==> config.mk <==
export PLATFORM = sky130hd
export DESIGN_NAME = ram_access_ctrl_flat
export DESIGN_NICKNAME = d
export VERILOG_FILES = /design/src/rtl/ram_access_ctrl_if.sv /design/src/rtl/ram_access_ctrl.sv /design/src/flat_wrapper.sv
export SDC_FILE = /design/constraint.sdc
export NUM_CORES = 1
export LEC_CHECK = 0
export CAP_MARGIN = 20
export CORE_MARGIN = 2
export CORE_UTILIZATION = 46
export CTS_CLUSTER_DIAMETER = 100
export CTS_CLUSTER_SIZE = 12
export DETAILED_ROUTE_END_ITERATION = 8
export PLACE_DENSITY = 0.81
export SLEW_MARGIN = 20
export SYNTH_ARGS = -nofsm -noshare
export SYNTH_HDL_FRONTEND = slang
export SYNTH_SLANG_ARGS = --single-unit
==> constraint.sdc <==
create_clock -name clk -period 2.3 [get_ports clk]
set_input_delay 0.23 -clock clk [delete_from_list [all_inputs] [get_ports clk]]
set_output_delay 0.23 -clock clk [all_outputs]
set_load 0.05 [all_outputs]
==> src/rtl/ram_access_ctrl_if.sv <==
// Request / RAM-control bundle between the control unit, the RAM access sequencer and the RAM.
// The master modport is the environment: control unit plus the RAM read-data return path.
interface ram_access_ctrl_if;
  localparam int unsigned ADDR_W = 5;
  localparam int unsigned DATA_W = 8;

  logic              req;
  logic              we;
  logic [ADDR_W-1:0] addr;
  logic              src_sel;
  logic [DATA_W-1:0] alu_data;
  logic [DATA_W-1:0] port_data;
  logic [DATA_W-1:0] ram_rdata;
  logic [ADDR_W-1:0] ram_addr;
  logic [DATA_W-1:0] ram_wdata;
  logic              ram_wdata_oe;
  logic              ram_cs;
  logic              ram_oe;
  logic              ram_we_stb;
  logic [DATA_W-1:0] rdr;
  logic              rdr_valid;
  logic              busy;
  logic              ack;

  modport master (
    output req, we, addr, src_sel, alu_data, port_data, ram_rdata,
    input  ram_addr, ram_wdata, ram_wdata_oe, ram_cs, ram_oe, ram_we_stb,
           rdr, rdr_valid, busy, ack
  );

  modport slave (
    input  req, we, addr, src_sel, alu_data, port_data, ram_rdata,
    output ram_addr, ram_wdata, ram_wdata_oe, ram_cs, ram_oe, ram_we_stb,
           rdr, rdr_valid, busy, ack
  );
endinterface

==> src/rtl/ram_access_ctrl.sv <==
// RAM access sequencer: runs one load/store at a time, generates RAM control timing
// and captures load data into the RDR.
module ram_access_ctrl #(
  parameter int unsigned WAIT_CYCLES = 1,
  parameter int unsigned STB_CYCLES  = 1
) (
  input logic             clk,
  input logic             rst,
  ram_access_ctrl_if.slave bus
);
  localparam int unsigned CNT_W  = 4;
  localparam int unsigned ADDR_W = 5;
  localparam int unsigned DATA_W = 8;
  localparam logic [CNT_W-1:0] STB_LOAD  = CNT_W'(STB_CYCLES - 1);
  localparam logic [CNT_W-1:0] WAIT_LOAD = CNT_W'(WAIT_CYCLES - 1);

  typedef enum logic [2:0] {
    IDLE, SETUP, STROBE, HOLD, ACCESS, CAPTURE, DONE
  } state_t;

  state_t             state, state_next;
  logic [CNT_W-1:0]   cnt, cnt_next;
  logic               is_store;
  logic               accept;
  logic               store_next;
  logic               cs_d, oe_d, stb_d, woe_d, ack_d, busy_d;
  logic               cs_q, oe_q, stb_q, woe_q, ack_q, busy_q;
  logic [ADDR_W-1:0]  addr_q;
  logic [DATA_W-1:0]  wdata_q;
  logic [DATA_W-1:0]  rdr_q;
  logic               rdr_valid_q;

  assign accept = (state == IDLE) && bus.req;

  // State and phase counter register
  always_ff @(posedge clk) begin
    if (rst) begin
      state <= IDLE;
      cnt   <= '0;
    end else begin
      state <= state_next;
      cnt   <= cnt_next;
    end
  end

  // Next-state logic; the counter is loaded on entry to STROBE/ACCESS and counts down to zero
  always_comb begin
    state_next = state;
    cnt_next   = cnt;
    case (state)
      IDLE:    if (bus.req) state_next = SETUP;
      SETUP: begin
        if (is_store) begin
          state_next = STROBE;
          cnt_next   = STB_LOAD;
        end else begin
          state_next = ACCESS;
          cnt_next   = WAIT_LOAD;
        end
      end
      STROBE:  if (cnt == '0) state_next = HOLD;    else cnt_next = cnt - CNT_W'(1);
      HOLD:    state_next = DONE;
      ACCESS:  if (cnt == '0) state_next = CAPTURE; else cnt_next = cnt - CNT_W'(1);
      CAPTURE: state_next = DONE;
      DONE:    state_next = IDLE;
      default: state_next = IDLE;
    endcase
  end

  // Output decode from the next state so the registered strobes line up with the state
  always_comb begin
    cs_d   = 1'b0;
    oe_d   = 1'b0;
    stb_d  = 1'b0;
    woe_d  = 1'b0;
    ack_d  = 1'b0;
    busy_d = (state_next != IDLE);
    // SETUP is only entered from IDLE, where the direction has not been latched yet
    store_next = (state == IDLE) ? bus.we : is_store;
    case (state_next)
      SETUP:   begin cs_d = 1'b1; woe_d = store_next; end
      STROBE:  begin cs_d = 1'b1; woe_d = 1'b1; stb_d = 1'b1; end
      HOLD:    begin cs_d = 1'b1; woe_d = 1'b1; end
      ACCESS:  begin cs_d = 1'b1; oe_d = 1'b1; end
      CAPTURE: begin cs_d = 1'b1; oe_d = 1'b1; end
      DONE:    ack_d = 1'b1;
      default: ;
    endcase
  end

  always_ff @(posedge clk) begin
    if (rst) begin
      cs_q   <= 1'b0;
      oe_q   <= 1'b0;
      stb_q  <= 1'b0;
      woe_q  <= 1'b0;
      ack_q  <= 1'b0;
      busy_q <= 1'b0;
    end else begin
      cs_q   <= cs_d;
      oe_q   <= oe_d;
      stb_q  <= stb_d;
      woe_q  <= woe_d;
      ack_q  <= ack_d;
      busy_q <= busy_d;
    end
  end

  // Request latch and RDR capture
  always_ff @(posedge clk) begin
    if (rst) begin
      addr_q      <= '0;
      wdata_q     <= '0;
      is_store    <= 1'b0;
      rdr_q       <= '0;
      rdr_valid_q <= 1'b0;
    end else begin
      if (accept) begin
        addr_q   <= bus.addr;
        is_store <= bus.we;
        wdata_q  <= bus.src_sel ? bus.port_data : bus.alu_data;
        if (!bus.we) rdr_valid_q <= 1'b0;
      end
      if (state == CAPTURE) begin
        rdr_q       <= bus.ram_rdata;
        rdr_valid_q <= 1'b1;
      end
    end
  end

  assign bus.ram_addr     = addr_q;
  assign bus.ram_wdata    = wdata_q;
  assign bus.ram_wdata_oe = woe_q;
  assign bus.ram_cs       = cs_q;
  assign bus.ram_oe       = oe_q;
  assign bus.ram_we_stb   = stb_q;
  assign bus.rdr          = rdr_q;
  assign bus.rdr_valid    = rdr_valid_q;
  assign bus.busy         = busy_q;
  assign bus.ack          = ack_q;
endmodule

==> src/flat_wrapper.sv <==
// flat-port wrapper written by rule: the top's interface ports become plain ports
module ram_access_ctrl_flat 
#(
  parameter int unsigned WAIT_CYCLES = 1,
  parameter int unsigned STB_CYCLES  = 1
)
  (clk, rst, bus_req, bus_we, bus_addr, bus_src_sel, bus_alu_data, bus_port_data, bus_ram_rdata, bus_ram_addr, bus_ram_wdata, bus_ram_wdata_oe, bus_ram_cs, bus_ram_oe, bus_ram_we_stb, bus_rdr, bus_rdr_valid, bus_busy, bus_ack);
  ram_access_ctrl_if bus_i ();
  input logic clk;
  input logic rst;
  input wire logic [$bits(bus_i.req)-1:0] bus_req;
  input wire logic [$bits(bus_i.we)-1:0] bus_we;
  input wire logic [$bits(bus_i.addr)-1:0] bus_addr;
  input wire logic [$bits(bus_i.src_sel)-1:0] bus_src_sel;
  input wire logic [$bits(bus_i.alu_data)-1:0] bus_alu_data;
  input wire logic [$bits(bus_i.port_data)-1:0] bus_port_data;
  input wire logic [$bits(bus_i.ram_rdata)-1:0] bus_ram_rdata;
  output wire logic [$bits(bus_i.ram_addr)-1:0] bus_ram_addr;
  output wire logic [$bits(bus_i.ram_wdata)-1:0] bus_ram_wdata;
  output wire logic [$bits(bus_i.ram_wdata_oe)-1:0] bus_ram_wdata_oe;
  output wire logic [$bits(bus_i.ram_cs)-1:0] bus_ram_cs;
  output wire logic [$bits(bus_i.ram_oe)-1:0] bus_ram_oe;
  output wire logic [$bits(bus_i.ram_we_stb)-1:0] bus_ram_we_stb;
  output wire logic [$bits(bus_i.rdr)-1:0] bus_rdr;
  output wire logic [$bits(bus_i.rdr_valid)-1:0] bus_rdr_valid;
  output wire logic [$bits(bus_i.busy)-1:0] bus_busy;
  output wire logic [$bits(bus_i.ack)-1:0] bus_ack;
  assign bus_i.req = bus_req;
  assign bus_i.we = bus_we;
  assign bus_i.addr = bus_addr;
  assign bus_i.src_sel = bus_src_sel;
  assign bus_i.alu_data = bus_alu_data;
  assign bus_i.port_data = bus_port_data;
  assign bus_i.ram_rdata = bus_ram_rdata;
  assign bus_ram_addr = bus_i.ram_addr;
  assign bus_ram_wdata = bus_i.ram_wdata;
  assign bus_ram_wdata_oe = bus_i.ram_wdata_oe;
  assign bus_ram_cs = bus_i.ram_cs;
  assign bus_ram_oe = bus_i.ram_oe;
  assign bus_ram_we_stb = bus_i.ram_we_stb;
  assign bus_rdr = bus_i.rdr;
  assign bus_rdr_valid = bus_i.rdr_valid;
  assign bus_busy = bus_i.busy;
  assign bus_ack = bus_i.ack;
  ram_access_ctrl #(.WAIT_CYCLES(WAIT_CYCLES), .STB_CYCLES(STB_CYCLES)) u_core (.clk(clk), .rst(rst), .bus(bus_i));
endmodule
# == Word-level counts from Yosys, hierarchy flattened ==
# Index checks and enable logic that the tools add are counted.
# W data, S select, Z words.
# totals
wordCells,57
mem_bits_ro,0
out_inout_bits,28
latch_bits,0
inputBits,34
memories,0
regBits,36
ram_bits,0
# classes
addsub,1
div,0
multipliers,0
muxes,17
magnitude_cmp,0
n_shift,0
reduce_logical,13
eq_ne,13
n_bitwise,0
# op_table
op,count
$eq A3 B3 Y1 const B,5
$pmux W3 S5,1
$eq A3 B2 Y1 const B,4
$mux W3,4
$mux W1,8
$mux W8,1
$pmux W4 S2,1
$reduce_or A2 Y1,4
$eq A3 B1 Y1 const B,2
$reduce_or A5 Y1,1
$logic_not A4 Y1,1
$mux W4,1
$reduce_and A2 Y1,2
$reduce_bool A2 Y1,2
$sub A4 B1 Y4 const B,1
$logic_not A3 Y1,1
$reduce_bool A3 Y1,1
$ne A2 B1 Y1 const B,1
$ne A2 B2 Y1 const B,1
$pmux W1 S2,1
$logic_and A1 B1 Y1,1

# == Depth between registers and ports, before layout ==
# depth
ltp_word,6
ltp_mapped,7
mapped_depth_nobuf,6

# == Worst setup path after synthesis ==
# No wires, ideal clock.
# synth_timing
path_kind,reg-to-reg
startpoint,reg u_core.cnt[0]
endpoint,reg u_core.cnt[0]
path_slack_ns,0.849
setup_time_ns,0.128
n_path_buf,0
path_stages_with_launch,7
required_ns,2.172
synth_period_minus_slack_ns,1.451
arrival_ns,1.324
cell_sequence,dfxtp_1 -> inv_1 -> ha_1 -> or3b_1 -> a31o_2 -> mux2i_1 -> nor2_1
# synth_via
elab_chain_cells,3
word_cells_on_any_way,6
classes_between,add/sub: 1; eq/ne: 1; mux: 2; reduce/logical: 2
# synth_lines
item,line,text
"start, declared",ram_access_ctrl.sv:22,"logic [CNT_W-1:0] cnt, cnt_next;"
"start signal, assigned",ram_access_ctrl.sv:42,cnt <= cnt_next;
$sub A4 B1 Y4 / $logic_not A4 Y1 (equally long branches),"ram_access_ctrl.sv:61, ram_access_ctrl.sv:63",
$mux W4 / $ne A2 B2 Y1 (equally long branches),-,
$pmux W4 S2 / $reduce_and A2 Y1 (equally long branches),-,
# Parallel ways exist; a longest one is shown, timed or not. The select of a mux whose other input is x is not followed.
# A chain may end at the register's enable or synchronous reset.

# == Worst setup path in the final report ==
# layout_timing
startpoint,reg u_core.addr_q[0] (netlist: u_core.bus.ram_addr[0])
endpoint,out bus_ram_addr[0]
# layout_rtl
item,line,text
"start, declared",ram_access_ctrl.sv:28,logic [ADDR_W-1:0] addr_q;
"start signal, assigned",ram_access_ctrl.sv:119,addr_q <= bus.addr;
"end, declared",flat_wrapper.sv:18,output wire logic [$bits(bus_i.ram_addr)-1:0] bus_ram_addr;
# No word-level cell between the ends.

==> flow_summary.ini <==
[status]
outcome = finished clean

[drt]
viasPerCell = 5.03
antenna_left = 0
drt_pre_antenna_iters = 4
wl_per_cell_um = 12.0
wirelength_um = 3310
vias = 1389
drcViolationCount = 0
drtIter0Drc = 64

[cells_and_area]
final_common_cell = clkdlybuf4s50_1
mostFrequentLayoutCells = clkdlybuf4s50_1 (61), dfxtp_1 (36), nand2_1 (25), a21oi_1 (21), nor2_1 (15)
antenna_cells = 0
layout.nets = 264
stdcell_count = 276
syn_to_final_growth_pct = 45.4
drive_gt1_share_pct = 9.57

[hold_path]
hold_path_class = primary input to flop

[global_route]
grt_pass1_vias = 1189
track_usage_pct = 18.9
grt_start_max_net_pins = 24
grt_antenna_before_repair = 0
grt_pass1_wl_um = 5180
overflow = 0

[cts]
cts_hold_buf = 0
cts_resized = 0
cts_max_level = 2
clkTransAtPathRegs_ns = 0.11
cts_root_buf = clkbuf_4
post_cts_buffers = 0
clk_latency_ns = 0.34
tritoncts.num_buffers = 5
cts_tree = built
clockBufferDepth = 2
cts_sinks = 36

[floorplanning]
die_h_um = 61.8
die_x_um = 61.8
start_util_pct = 46.9
dieArea_mm2 = 0.00382
core_mm2 = 0.00328
boundaryPins = 62
rows = 21

[synthesis]
ys_seq_area_share_pct = 46.8
synth_area_per_cell_um2 = 9.05
synth_compound_area_share_pct = 15.9
ys.warnings.count = 0
muxShareOfSynthArea_pct = 7.80
syn_inst = 170
synth-simple-area-share_pct = 20.2
synth-xor-area-share_pct = 1.14
syn-num-nets = 205
synth_cell_types = 33
synth_adder_area_share_pct = 0.813
synth_top_family_by_area = simple AND/OR/NAND/NOR gates
syn_area_mm2 = 0.00154
synth_seq_cells = 36

[sta]
skew_ns = 0.0110
final-setup-viol-count = 0
tightest_slew_ns = 0.557
fmax_ghz = 0.568
min_period_ns = 1.76
fin_crit_sh_pct = 76.5
hold_viol = 0
drv_slew = 0
finalSetupTns_ns = 0
rsz0062_at_grt = false
max_slew_margin_pct = 62.8

[placed_design]
gp_congestion = 0.745
portBuffers = 61
dp.cells = 268
dp_hpwl_um = 2450

[power]
power.leakage_nw = 0.849
switchingPower_w = 0.000820
swShare_pct = 37.5
power_frac_clock_pct = 22.5
p_per_area_mw_per_mm2 = 977
combPwrFrac_pct = 40.0
p_int_w = 0.00137
pwr-share-seq_pct = 37.5
vdd_ir_drop_max_v = 0.000542

[worst_setup_path]
required_ns = 2.07
slowest_stage = clkdlybuf4s50_1
path_max_fanout = 2
path_class = flop to output port
crit_arrival_ns = 1.53
crit_path_max_incr_delay_ns = 0.83
crit_family = buffers and inverters
end_kind = output port
critical_path_buf_inv_count = 1
path_cells = clkdlybuf4s50_1
cp-start-kind = flop

[job]
maxCapViolCount = 0
==> cell families after synthesis <==
group           Yosys count
mux                      12
simple gates             65
compound gates           36
buf+inv                  18
fa+ha+maj                 1
flops                    36
xor+xnor                  2
==> area by class of cell <==
cell class / count / area, um^2
Inverter: 5 / 18.8
Tap cell: 46 / 57.6
Sequential cell: 36 / 721
Clock inverter: 1 / 30.0
Timing Repair Buffer: 65 / 641
Multi-Input combinational cell: 116 / 704
Fill cell: 269 / 1050
Clock buffer: 7 / 65.1
==> power by group through the flow <==
stage               clock [W]  combinational, W  sequential (W)
global route         0.000534          0.000952        0.000836
finish               0.000493          0.000874        0.000819
CTS                  0.000504          0.000881        0.000818
floorplan                   0          0.000451         0.00104
detailed placement          0          0.000878        0.000832
global placement            0          0.000871        0.000831
==> stage by stage <==
stage          area (um^2)  total power, W  worst slack (ns)  util, %  hold WS [ns]
4_1_cts               2240         0.00220             0.537     68.1         0.424
2_1_floorplan         1540         0.00149             0.849        -         0.366
3_3_place_gp          2140         0.00170             0.711     65.2         0.441
3_5_place_dp          2140         0.00171             0.663     65.2         0.446
6_report              2240         0.00219             0.541     68.1         0.428
5_1_grt               2240         0.00232             0.493     68.1         0.426
==> cell usage after synthesis (all sizes together) <==
cell type / instances / area, um^2
nor2b: 2 / 12.5
mux2i: 12 / 120
nor3: 9 / 61.3
nand2: 25 / 93.8
a211oi: 8 / 90.1
a21o: 1 / 7.51
nand3: 8 / 40.0
a32o: 1 / 10.0
a21oi: 21 / 105
and2: 1 / 6.26
inv: 5 / 18.8
or3b: 1 / 8.76
buf: 10 / 83.8
xor2: 1 / 8.76
or3: 2 / 12.5
a21boi: 1 / 7.51
a31o: 1 / 8.76
o21ai: 3 / 15.0
or2: 1 / 6.26
dfxtp: 36 / 721
clkbuf: 3 / 11.3
nor3b: 1 / 12.5
xnor2: 1 / 8.76
ha: 1 / 12.5
nor2: 15 / 56.3
==> final timing paths <==
path                          startpoint                endpoint  slack [ns]  depth (start not counted)
hold / removal               bus_addr[4]  u_core.bus.ram_addr[4]        0.43                          3
setup reg to reg           u_core.cnt[0]           u_core.cnt[1]        0.73                          6
hold reg to reg        u_core.bus.rdr[5]       u_core.bus.rdr[5]        0.46                          2
setup / recovery  u_core.bus.ram_addr[0]         bus_ram_addr[0]        0.54                          1
==> layer usage <==
metal | global-route usage [%] | share of wire [%]
met1 | 23.2 | 44
met2 | 29.8 | 46
met3 | 7.04 | 7.8
met4 | 8.21 | 1.9
met5 | 0 | 0
==> sequential cells by signal, summed over array words and instances (netlist names) <==
register and flops:
u_core.bus.ram_wdata_oe 1, u_core.cnt 4, u_core.is_store 1, u_core.bus.ram_addr 5, u_core.bus.busy 1, u_core.bus.rdr_valid 1, u_core.bus.ram_oe 1, u_core.bus.ram_cs 1
u_core.bus.ram_wdata 8, u_core.bus.ack 1, u_core.state 3, u_core.bus.rdr 8, u_core.bus.ram_we_stb 1
Note: power is estimated with default switching activity, not from simulation.
